==> src/rtl/conv_frame_writer.sv <==
// Frame writer for a convolution engine: drops leading garbage and window-wrap columns,
// then buffers kept pixels with their output-image address and issues them as memory writes.
module conv_frame_writer #(
  parameter int WORD_SIZE  = 8,
  parameter int ROW_SIZE   = 540,
  parameter int NUM_ROWS   = 540,
  parameter int SKIP_COUNT = 4,
  parameter int FIFO_DEPTH = 16,
  localparam int ADDR_W    = $clog2((ROW_SIZE-2)*(NUM_ROWS-2))
) (
  input  logic                 clk,
  input  logic                 rst,
  input  logic                 start,
  input  logic                 in_valid,
  input  logic [WORD_SIZE-1:0] in_pixel,
  output logic                 wr_en,
  input  logic                 wr_ready,
  output logic [ADDR_W-1:0]    wr_addr,
  output logic [WORD_SIZE-1:0] wr_data,
  output logic                 busy,
  output logic                 frame_done,
  output logic                 overflow
);

  localparam int COL_W  = $clog2(ROW_SIZE);
  localparam int ROW_W  = $clog2(NUM_ROWS);
  localparam int SKIP_W = (SKIP_COUNT > 1) ? $clog2(SKIP_COUNT) : 1;
  localparam int PTR_W  = $clog2(FIFO_DEPTH);
  localparam int CNT_W  = PTR_W + 1;

  localparam logic [COL_W-1:0]  COL_KEEP_MAX = COL_W'(ROW_SIZE - 3);
  localparam logic [COL_W-1:0]  COL_MAX      = COL_W'(ROW_SIZE - 1);
  localparam logic [ROW_W-1:0]  ROW_LAST     = ROW_W'(NUM_ROWS - 3);
  localparam logic [SKIP_W-1:0] SKIP_LAST    = SKIP_W'((SKIP_COUNT > 0) ? SKIP_COUNT - 1 : 0);
  localparam logic [CNT_W-1:0]  FIFO_FULL    = CNT_W'(FIFO_DEPTH);

  typedef enum logic [1:0] {IDLE, SKIP, STREAM, DRAIN} state_t;

  state_t state_reg, state_next;

  logic [SKIP_W-1:0] skip_cnt_reg;
  logic [COL_W-1:0]  col_reg;
  logic [ROW_W-1:0]  row_reg;
  logic [ADDR_W-1:0] addr_reg;
  logic              overflow_reg;

  logic [ADDR_W-1:0]    mem_addr [FIFO_DEPTH];
  logic [WORD_SIZE-1:0] mem_data [FIFO_DEPTH];
  logic [PTR_W-1:0]     wr_ptr_reg, rd_ptr_reg, rd_ptr_inc;
  logic [CNT_W-1:0]     count_reg, count_next;
  logic                 wr_en_reg;
  logic [ADDR_W-1:0]    wr_addr_reg;
  logic [WORD_SIZE-1:0] wr_data_reg;

  logic arm, in_stream, keep, last_kept, full, pop, push, drop;

  assign arm        = (state_reg == IDLE) && start;
  assign in_stream  = (state_reg == STREAM) && in_valid;
  assign keep       = in_stream && (col_reg <= COL_KEEP_MAX);
  assign last_kept  = keep && (row_reg == ROW_LAST) && (col_reg == COL_KEEP_MAX);
  assign full       = (count_reg == FIFO_FULL);
  assign pop        = wr_en_reg && wr_ready;
  // A full buffer can still take a beat when the head leaves in the same cycle.
  assign push       = keep && (!full || pop);
  assign drop       = keep && full && !pop;
  assign rd_ptr_inc = rd_ptr_reg + PTR_W'(1);

  assign wr_en    = wr_en_reg;
  assign wr_addr  = wr_addr_reg;
  assign wr_data  = wr_data_reg;
  assign busy     = (state_reg != IDLE);
  assign overflow = overflow_reg;

  always_ff @(posedge clk) begin
    if (rst) state_reg <= IDLE;
    else     state_reg <= state_next;
  end

  always_comb begin
    state_next = state_reg;
    frame_done = 1'b0;
    case (state_reg)
      IDLE:   if (start) state_next = (SKIP_COUNT == 0) ? STREAM : SKIP;
      SKIP:   if (in_valid && (skip_cnt_reg == SKIP_LAST)) state_next = STREAM;
      STREAM: if (last_kept) state_next = DRAIN;
      DRAIN: begin
        if (count_reg == '0) begin
          frame_done = 1'b1;
          state_next = IDLE;
        end
      end
      default: state_next = IDLE;
    endcase
  end

  // Address is a running count of kept beats, which equals row*(ROW_SIZE-2)+col.
  always_ff @(posedge clk) begin
    if (rst || arm) begin
      skip_cnt_reg <= '0;
      col_reg      <= '0;
      row_reg      <= '0;
      addr_reg     <= '0;
      overflow_reg <= 1'b0;
    end else begin
      if ((state_reg == SKIP) && in_valid) skip_cnt_reg <= skip_cnt_reg + SKIP_W'(1);
      if (in_stream) begin
        if (col_reg == COL_MAX) begin
          col_reg <= '0;
          row_reg <= row_reg + ROW_W'(1);
        end else begin
          col_reg <= col_reg + COL_W'(1);
        end
      end
      if (keep) addr_reg <= addr_reg + ADDR_W'(1);
      if (drop) overflow_reg <= 1'b1;
    end
  end

  always_ff @(posedge clk) begin
    if (push) begin
      mem_addr[wr_ptr_reg] <= addr_reg;
      mem_data[wr_ptr_reg] <= in_pixel;
    end
  end

  always_comb begin
    count_next = count_reg;
    if (push && !pop)      count_next = count_reg + CNT_W'(1);
    else if (pop && !push) count_next = count_reg - CNT_W'(1);
  end

  // Output registers always hold the post-update head so wr_addr/wr_data are glitch-free.
  always_ff @(posedge clk) begin
    if (rst) begin
      wr_ptr_reg  <= '0;
      rd_ptr_reg  <= '0;
      count_reg   <= '0;
      wr_en_reg   <= 1'b0;
      wr_addr_reg <= '0;
      wr_data_reg <= '0;
    end else begin
      if (push) wr_ptr_reg <= wr_ptr_reg + PTR_W'(1);
      if (pop)  rd_ptr_reg <= rd_ptr_inc;
      count_reg <= count_next;
      wr_en_reg <= (count_next != '0);
      if (pop) begin
        if (count_reg > CNT_W'(1)) begin
          wr_addr_reg <= mem_addr[rd_ptr_inc];
          wr_data_reg <= mem_data[rd_ptr_inc];
        end else if (push) begin
          wr_addr_reg <= addr_reg;
          wr_data_reg <= in_pixel;
        end
      end else if ((count_reg == '0) && push) begin
        wr_addr_reg <= addr_reg;
        wr_data_reg <= in_pixel;
      end
    end
  end

endmodule

==> config.mk <==
export PLATFORM = sky130hd
export DESIGN_NAME = conv_frame_writer
export DESIGN_NICKNAME = d
export VERILOG_FILES = /design/src/rtl/conv_frame_writer.sv
export SDC_FILE = /design/constraint.sdc
export NUM_CORES = 1
export LEC_CHECK = 0
export ABC_AREA = 0
export BUFFER_PORTS_ARGS = -buffer_cell sky130_fd_sc_hd__buf_2
export CORE_ASPECT_RATIO = 0.8
export CORE_MARGIN = 8
export CORE_UTILIZATION = 50
export DETAILED_ROUTE_END_ITERATION = 6
export HOLD_SLACK_MARGIN = 0.15
export PLACE_DENSITY = 0.66
export SKIP_CTS_REPAIR_TIMING = 1
export SLEW_MARGIN = 5
export SYNTH_ARGS = -nofsm -noshare
export SYNTH_HDL_FRONTEND = slang
export SYNTH_SLANG_ARGS = --single-unit
==> constraint.sdc <==
create_clock -name clk -period 4.75 [get_ports clk]
set_input_delay 0.95 -clock clk [delete_from_list [all_inputs] [get_ports clk]]
set_output_delay 0.95 -clock clk [all_outputs]
set_load 0.02 [all_outputs]
==> results.cfg, run 1 <==
[outcome]
outcome = finished, final reports clean

[global_route]
gr-total-overflow = 0
top_usage_layer = met2
grt.met2_usage = 0.2983
grt.total_usage = 0.1809
grt_pass1_vias = 10300
met1_usage = 0.2553
grt_start_max_net_pins = 111
gr-usage-met3 = 0.02976
antenna_found_initial = 0
grt_pass1_wl_mm = 65.85

[yosys]
syn_area_per_cell_um2 = 18.89
syn_inst = 1083
yosysUniqueCellTypes = 54
yosysSeqAreaShare = 0.7171
synth_area_um2 = 20460
yosysWarnings = 0
synth_fp_nets = 1117
synth-seq-cells = 517
synthFlopType = edfxtp_1
synth_enable_flop_cells = 432
async_reset_ff_frac = 0

[drt]
drt-vias-per-instance = 5.823
ant_nets = 0
num_vias = 10130
drc_errors = 0
drtIter0Drc = 865
first_pass_iters = 5
wl_per_cell_um = 24.70
wirelength_mm = 42.96

[placement]
place.gp.congestion = 0.7964
port_buffers = 43
dpl_cell_area_um2 = 21480
pre_cts_ws_ns = 1.067
post-dp-hpwl_mm = 25.51
placed_cells = 1644

[timing]
worst_pin_slew_ns = 1.013
relSlewSlack = 0.3233
slew_viol_final = 0
period_minus_slack_ns = 3.229
tns_ns = 0
finalWorstSetupSlack_ns = 1.521
finClkSkew_ns = 0.02666
setup_viol = 0
final.period_utilization = 0.6799
hold_slack_ns = 0.4605
hold_violations = 0
rsz0062_at_grt = no
fmax_ghz = 0.3097

[setup_path]
path_max_fanout = 27
reg2reg_slack_ns = 1.52
end_kind = flop
worstPathArrival_ns = 3.41
required_ns = 4.93
crit_type = reg2reg
max_stage_delay_ns = 0.85
slowest_stage = nor2_4
cp_cell_sequence = inv_1, ha_1, and2_1, nand2_2, nor3_2, nand2_1, nor2_4
worstSetupStartpointType = flop

[clock_tree]
cts_root_buffer = clkbuf_16
cts_buffer_depth = 3
htreeDepth = 2
insertion_delay_ns = 0.58
clk_pin_slew_ns = 0.06
clock_sinks = 517
cts_tree = built
numCtsBuffers = 50

[power_and_ir_drop]
cellLeakagePower_nw = 7.502
vdd_drop_max_mv = 0.2724
p_per_area_nw_per_um2 = 467.4
power_mw = 10.83

[cells_and_area]
top_register = mem_addr
layout_commonest_cell = edfxtp_1
biggestRegsByFlops = mem_addr (304), mem_data (128)
drive_above_1_share = 0.2513
most-common-layout-cells = edfxtp_1 (432), mux4_2 (132), dfxtp_1 (84)
nFillCells = 2993
final_net_count = 1186
multiInputGateArea_um2 = 5602
post-route-util = 0.5714
largest_reg_flops = 304
fin_area_um2 = 23170
syn_to_final_growth_pct = 13.22
ff_latch_area_um2 = 14680
final_cells = 1739

[floorplan]
dieWidth_um = 242.2
die_h_um = 196.9
io_pins = 44
design.die.area_um2 = 47690
initial_core_util = 0.5047
row_count = 66
fp.coreArea_um2 = 40550

[flow_run]
maxCapViolCount = 0

[hold_path]
min_path_type = reg2reg
final timing paths:
check / startpoint / endpoint / depth (start not counted)
setup reg to reg: state_reg[0]$_SDFFE_PP0P_ / mem_data[13][6]$_DFFE_PP_ / 7
setup / recovery: state_reg[0]$_SDFFE_PP0P_ / mem_data[13][6]$_DFFE_PP_ / 7
hold reg to reg: skip_cnt_reg[1]$_SDFFE_PP0P_ / skip_cnt_reg[1]$_SDFFE_PP0P_ / 2
hold / removal: skip_cnt_reg[1]$_SDFFE_PP0P_ / skip_cnt_reg[1]$_SDFFE_PP0P_ / 2
report_power, final:
group          internal (mW)  switching, mW
Sequential              5.01         0.0960
Combinational          0.714          0.925
Clock                   2.42           1.66
Total                   8.14           2.68
cells by family after synthesis:
logic type	after synthesis	share of synthesized area
adders and majority gates	21	0.01284
muxes	166	0.1643
xor gates and xnor gates	42	0.01798
AOI/OAI and AO/OA	62	0.02238
and+or+nand+nor	205	0.04831
DFF	517	0.7171
buffers and inverters	70	0.01706
cell usage after synthesis, types with 2 or more instances:
master	instances	area share
a221oi_1	2	0.00086
nor4_1	3	0.00092
mux4_2	132	0.15
edfxtp_1	432	0.63
or4_1	2	0.00073
mux4_1	3	0.0039
xnor2_1	20	0.0086
buf_12	3	0.0029
and3_1	11	0.0034
or3_1	8	0.0024
inv_1	17	0.0031
xor2_1	22	0.0094
a21oi_1	11	0.0027
mux2i_1	31	0.015
nand4_1	8	0.0024
nand3_1	14	0.0034
buf_6	3	0.0017
dfxtp_1	85	0.083
buf_2	9	0.0022
o21ai_0	9	0.0022
ha_1	21	0.013
a211oi_1	28	0.010
buf_1	9	0.0017
and2_1	2	0.00061
clkbuf_1	28	0.0051
nor3_1	15	0.0037
nand2b_1	4	0.0012
nand2_1	32	0.0059
nor2_1	94	0.017
worst max-delay path: cells and delay by family (launching register included):
kind | cells | cell delay (ns)
adders and majority gates | 1 | 0.23
buffers and inverters | 1 | 0.12
DFF | 1 | 0.33
and+or+nand+nor | 5 | 2.14
per-layer routing:
layer | part of all wire | up-vias
li1 | - | 4495
met1 | 0.45 | 5274
met2 | 0.49 | 300
met3 | 0.051 | 58
met4 | 0.017 | 0
met5 | 0 | -
cell type report:
class	instances	area share
Clock buffer	68	0.05784
Antenna cell	1	0.0001080
Multi-Input combinational cell	496	0.2418
Clock inverter	26	0.01491
Timing Repair Buffer	70	0.01966
Sequential cell	517	0.6336
Tap cell	544	0.02938
Inverter	17	0.002754
Power figures use the tool's default switching activity.
==> run 2: changes to the inputs <==
--- a/config.mk
+++ b/config.mk
@@ -12,7 +12,7 @@
 export CORE_UTILIZATION = 50
 export DETAILED_ROUTE_END_ITERATION = 6
 export HOLD_SLACK_MARGIN = 0.15
-export PLACE_DENSITY = 0.66
+export PLACE_DENSITY = 0.68
 export SKIP_CTS_REPAIR_TIMING = 1
 export SLEW_MARGIN = 5
 export SYNTH_ARGS = -nofsm -noshare
==> constraint.sdc (replaced) <==
create_clock -name clk -period 2.9 [get_ports clk]
set_input_delay 0.58 -clock clk [delete_from_list [all_inputs] [get_ports clk]]
set_output_delay 0.58 -clock clk [all_outputs]
set_load 0.02 [all_outputs]
==> results.cfg, run 2 (synthesis gave the netlist of run 1 again) <==
[clock_tree]
clock_sinks = 517
htreeDepth = 2
insertion_delay_ns = 0.58
cts_tree = built
clk_pin_slew_ns = 0.07
cts_buffer_depth = 3
cts_root_buffer = clkbuf_16
numCtsBuffers = 49

[drt]
met3_wirelength_mm = 2.510
ant_nets = 0
dr.max_layer_used = met4
wl_met1_mm = 19.78
drc_errors = 0
first_pass_iters = 5
drt-vias-per-instance = 5.817
num_vias = 10340
dr_wl_met2_mm = 20.87
drtIter0Drc = 925
wl_per_cell_um = 24.60
wirelength_mm = 43.73

[placement]
port_buffers = 43
place.gp.congestion = 0.8404
dpl_cell_area_um2 = 21980
pre_cts_ws_ns = 0.1930
post-dp-hpwl_mm = 26.23
placed_cells = 1686

[timing]
hold_violations = 0
fmax_ghz = 0.3733
finClkSkew_ns = 0.01765
worst_pin_slew_ns = 0.7545
finalWorstSetupSlack_ns = 0.2212
rsz0062_at_grt = no
hold_slack_ns = 0.3388
period_minus_slack_ns = 2.679
final.period_utilization = 0.9237
slew_viol_final = 0
tns_ns = 0
setup_viol = 0
relSlewSlack = 0.4963

[setup_path]
startpoint = state_reg[0]$_SDFFE_PP0P_
reg2reg_slack_ns = 0.22
crit_type = reg2reg
r2r_cells = 9
required_ns = 3.38
worstPathArrival_ns = 3.16
r2r_start = state_reg[0]$_SDFFE_PP0P_
worstSetupStartpointType = flop
path_max_fanout = 17
worstReg2RegEnd = wr_addr[17]$_SDFFE_PP0P_
end_kind = flop

[cells_and_area]
diodes = 0
final_net_count = 1227
nFillCells = 2969
final_cells = 1778
fin_area_um2 = 23580
syn_to_final_growth_pct = 15.21
biggestRegsByFlops = mem_addr (304), mem_data (128)
drive_above_1_share = 0.2763
top_register = mem_addr
post-route-util = 0.5814
most-common-layout-cells = edfxtp_1 (432), mux4_2 (132), dfxtp_1 (84)
layout_commonest_cell = edfxtp_1
ff_latch_area_um2 = 14680
multiInputGateArea_um2 = 5633
largest_reg_flops = 304

[power_and_ir_drop]
power_mw = 17.38
cellLeakagePower_nw = 7.686
p_per_area_nw_per_um2 = 737.3
vdd_drop_max_mv = 0.5087

[floorplan]
row_count = 66
die_h_um = 196.9
fp.coreArea_um2 = 40550
dieWidth_um = 242.2
initial_core_util = 0.5047
io_pins = 44
design.die.area_um2 = 47690

[hold_path]
holdPathEnd = skip_cnt_reg[1]$_SDFFE_PP0P_
hold_start = in_valid
min_path_type = in2reg
holdPathStages = 3

[flow_run]
maxCapViolCount = 0

[outcome]
outcome = finished, final reports clean

[global_route]
antenna_found_initial = 0
grt_start_max_net_pins = 56
gr-total-overflow = 0
grt_pass1_wl_mm = 66.84
grt_pass1_vias = 10640
grt.total_usage = 0.1829
==> run 2: cell types whose count changed in the layout (fill, tap and decap cells not counted), moves of 3 or more <==
cell / previous run / this run
nor3_4: 0 / 5
bufinv_16: 8 / 5
clkinv_1: 9 / 12
buf_12: 3 / 16
buf_4: 24 / 53
clkbuf_1: 17 / 13
nor3_2: 5 / 0
==> run 2: worst max-delay path by stage <==
stage | to | slack [ns] | cells after the start
floorplan | mem_addr[7][0]$_DFFE_PP_ | -0.25 | 6
global placement | mem_addr[3][15]$_DFFE_PP_ | 0.19 | 7
detailed placement | mem_addr[3][1]$_DFFE_PP_ | 0.19 | 7
CTS | mem_addr[9][3]$_DFFE_PP_ | 0.16 | 8
global route | wr_data[0]$_SDFFE_PP0P_ | 0.02 | 9
finish | wr_addr[17]$_SDFFE_PP0P_ | 0.22 | 9
==> run 2: final cells by class <==
type / count / share of cell area
clock buffers: 64 / 0.05525
clock inverters: 28 / 0.01205
inverters: 17 / 0.002707
multi-input cells: 496 / 0.2389
flip-flops and latches: 517 / 0.6226
well taps: 544 / 0.02887
repair buffers: 112 / 0.03959
==> run 2: per-layer routing <==
metal,track usage,vias up
met3,0.03071,53
met2,0.2952,307
met5,0,-
met4,0.03725,0
li1,-,4568
met1,0.2635,5415
==> run 2: critical path: stages, from the launching register on <==
cell      delay [ns]
dfxtp_1         0.34
inv_1           0.13
ha_1            0.25
and2_1          0.19
nand2_2         0.13
or2_1           0.29
a21oi_4         0.56
buf_12          0.29
mux2i_1         0.10
a211oi_1        0.28
==> run 2: power breakdown <==
part	internal, mW	total (mW)	switching (mW)
clock	3.62	6.33	2.70
sequential	8.21	8.37	0.169
combinational	1.22	2.68	1.46
total	13.0	17.4	4.34
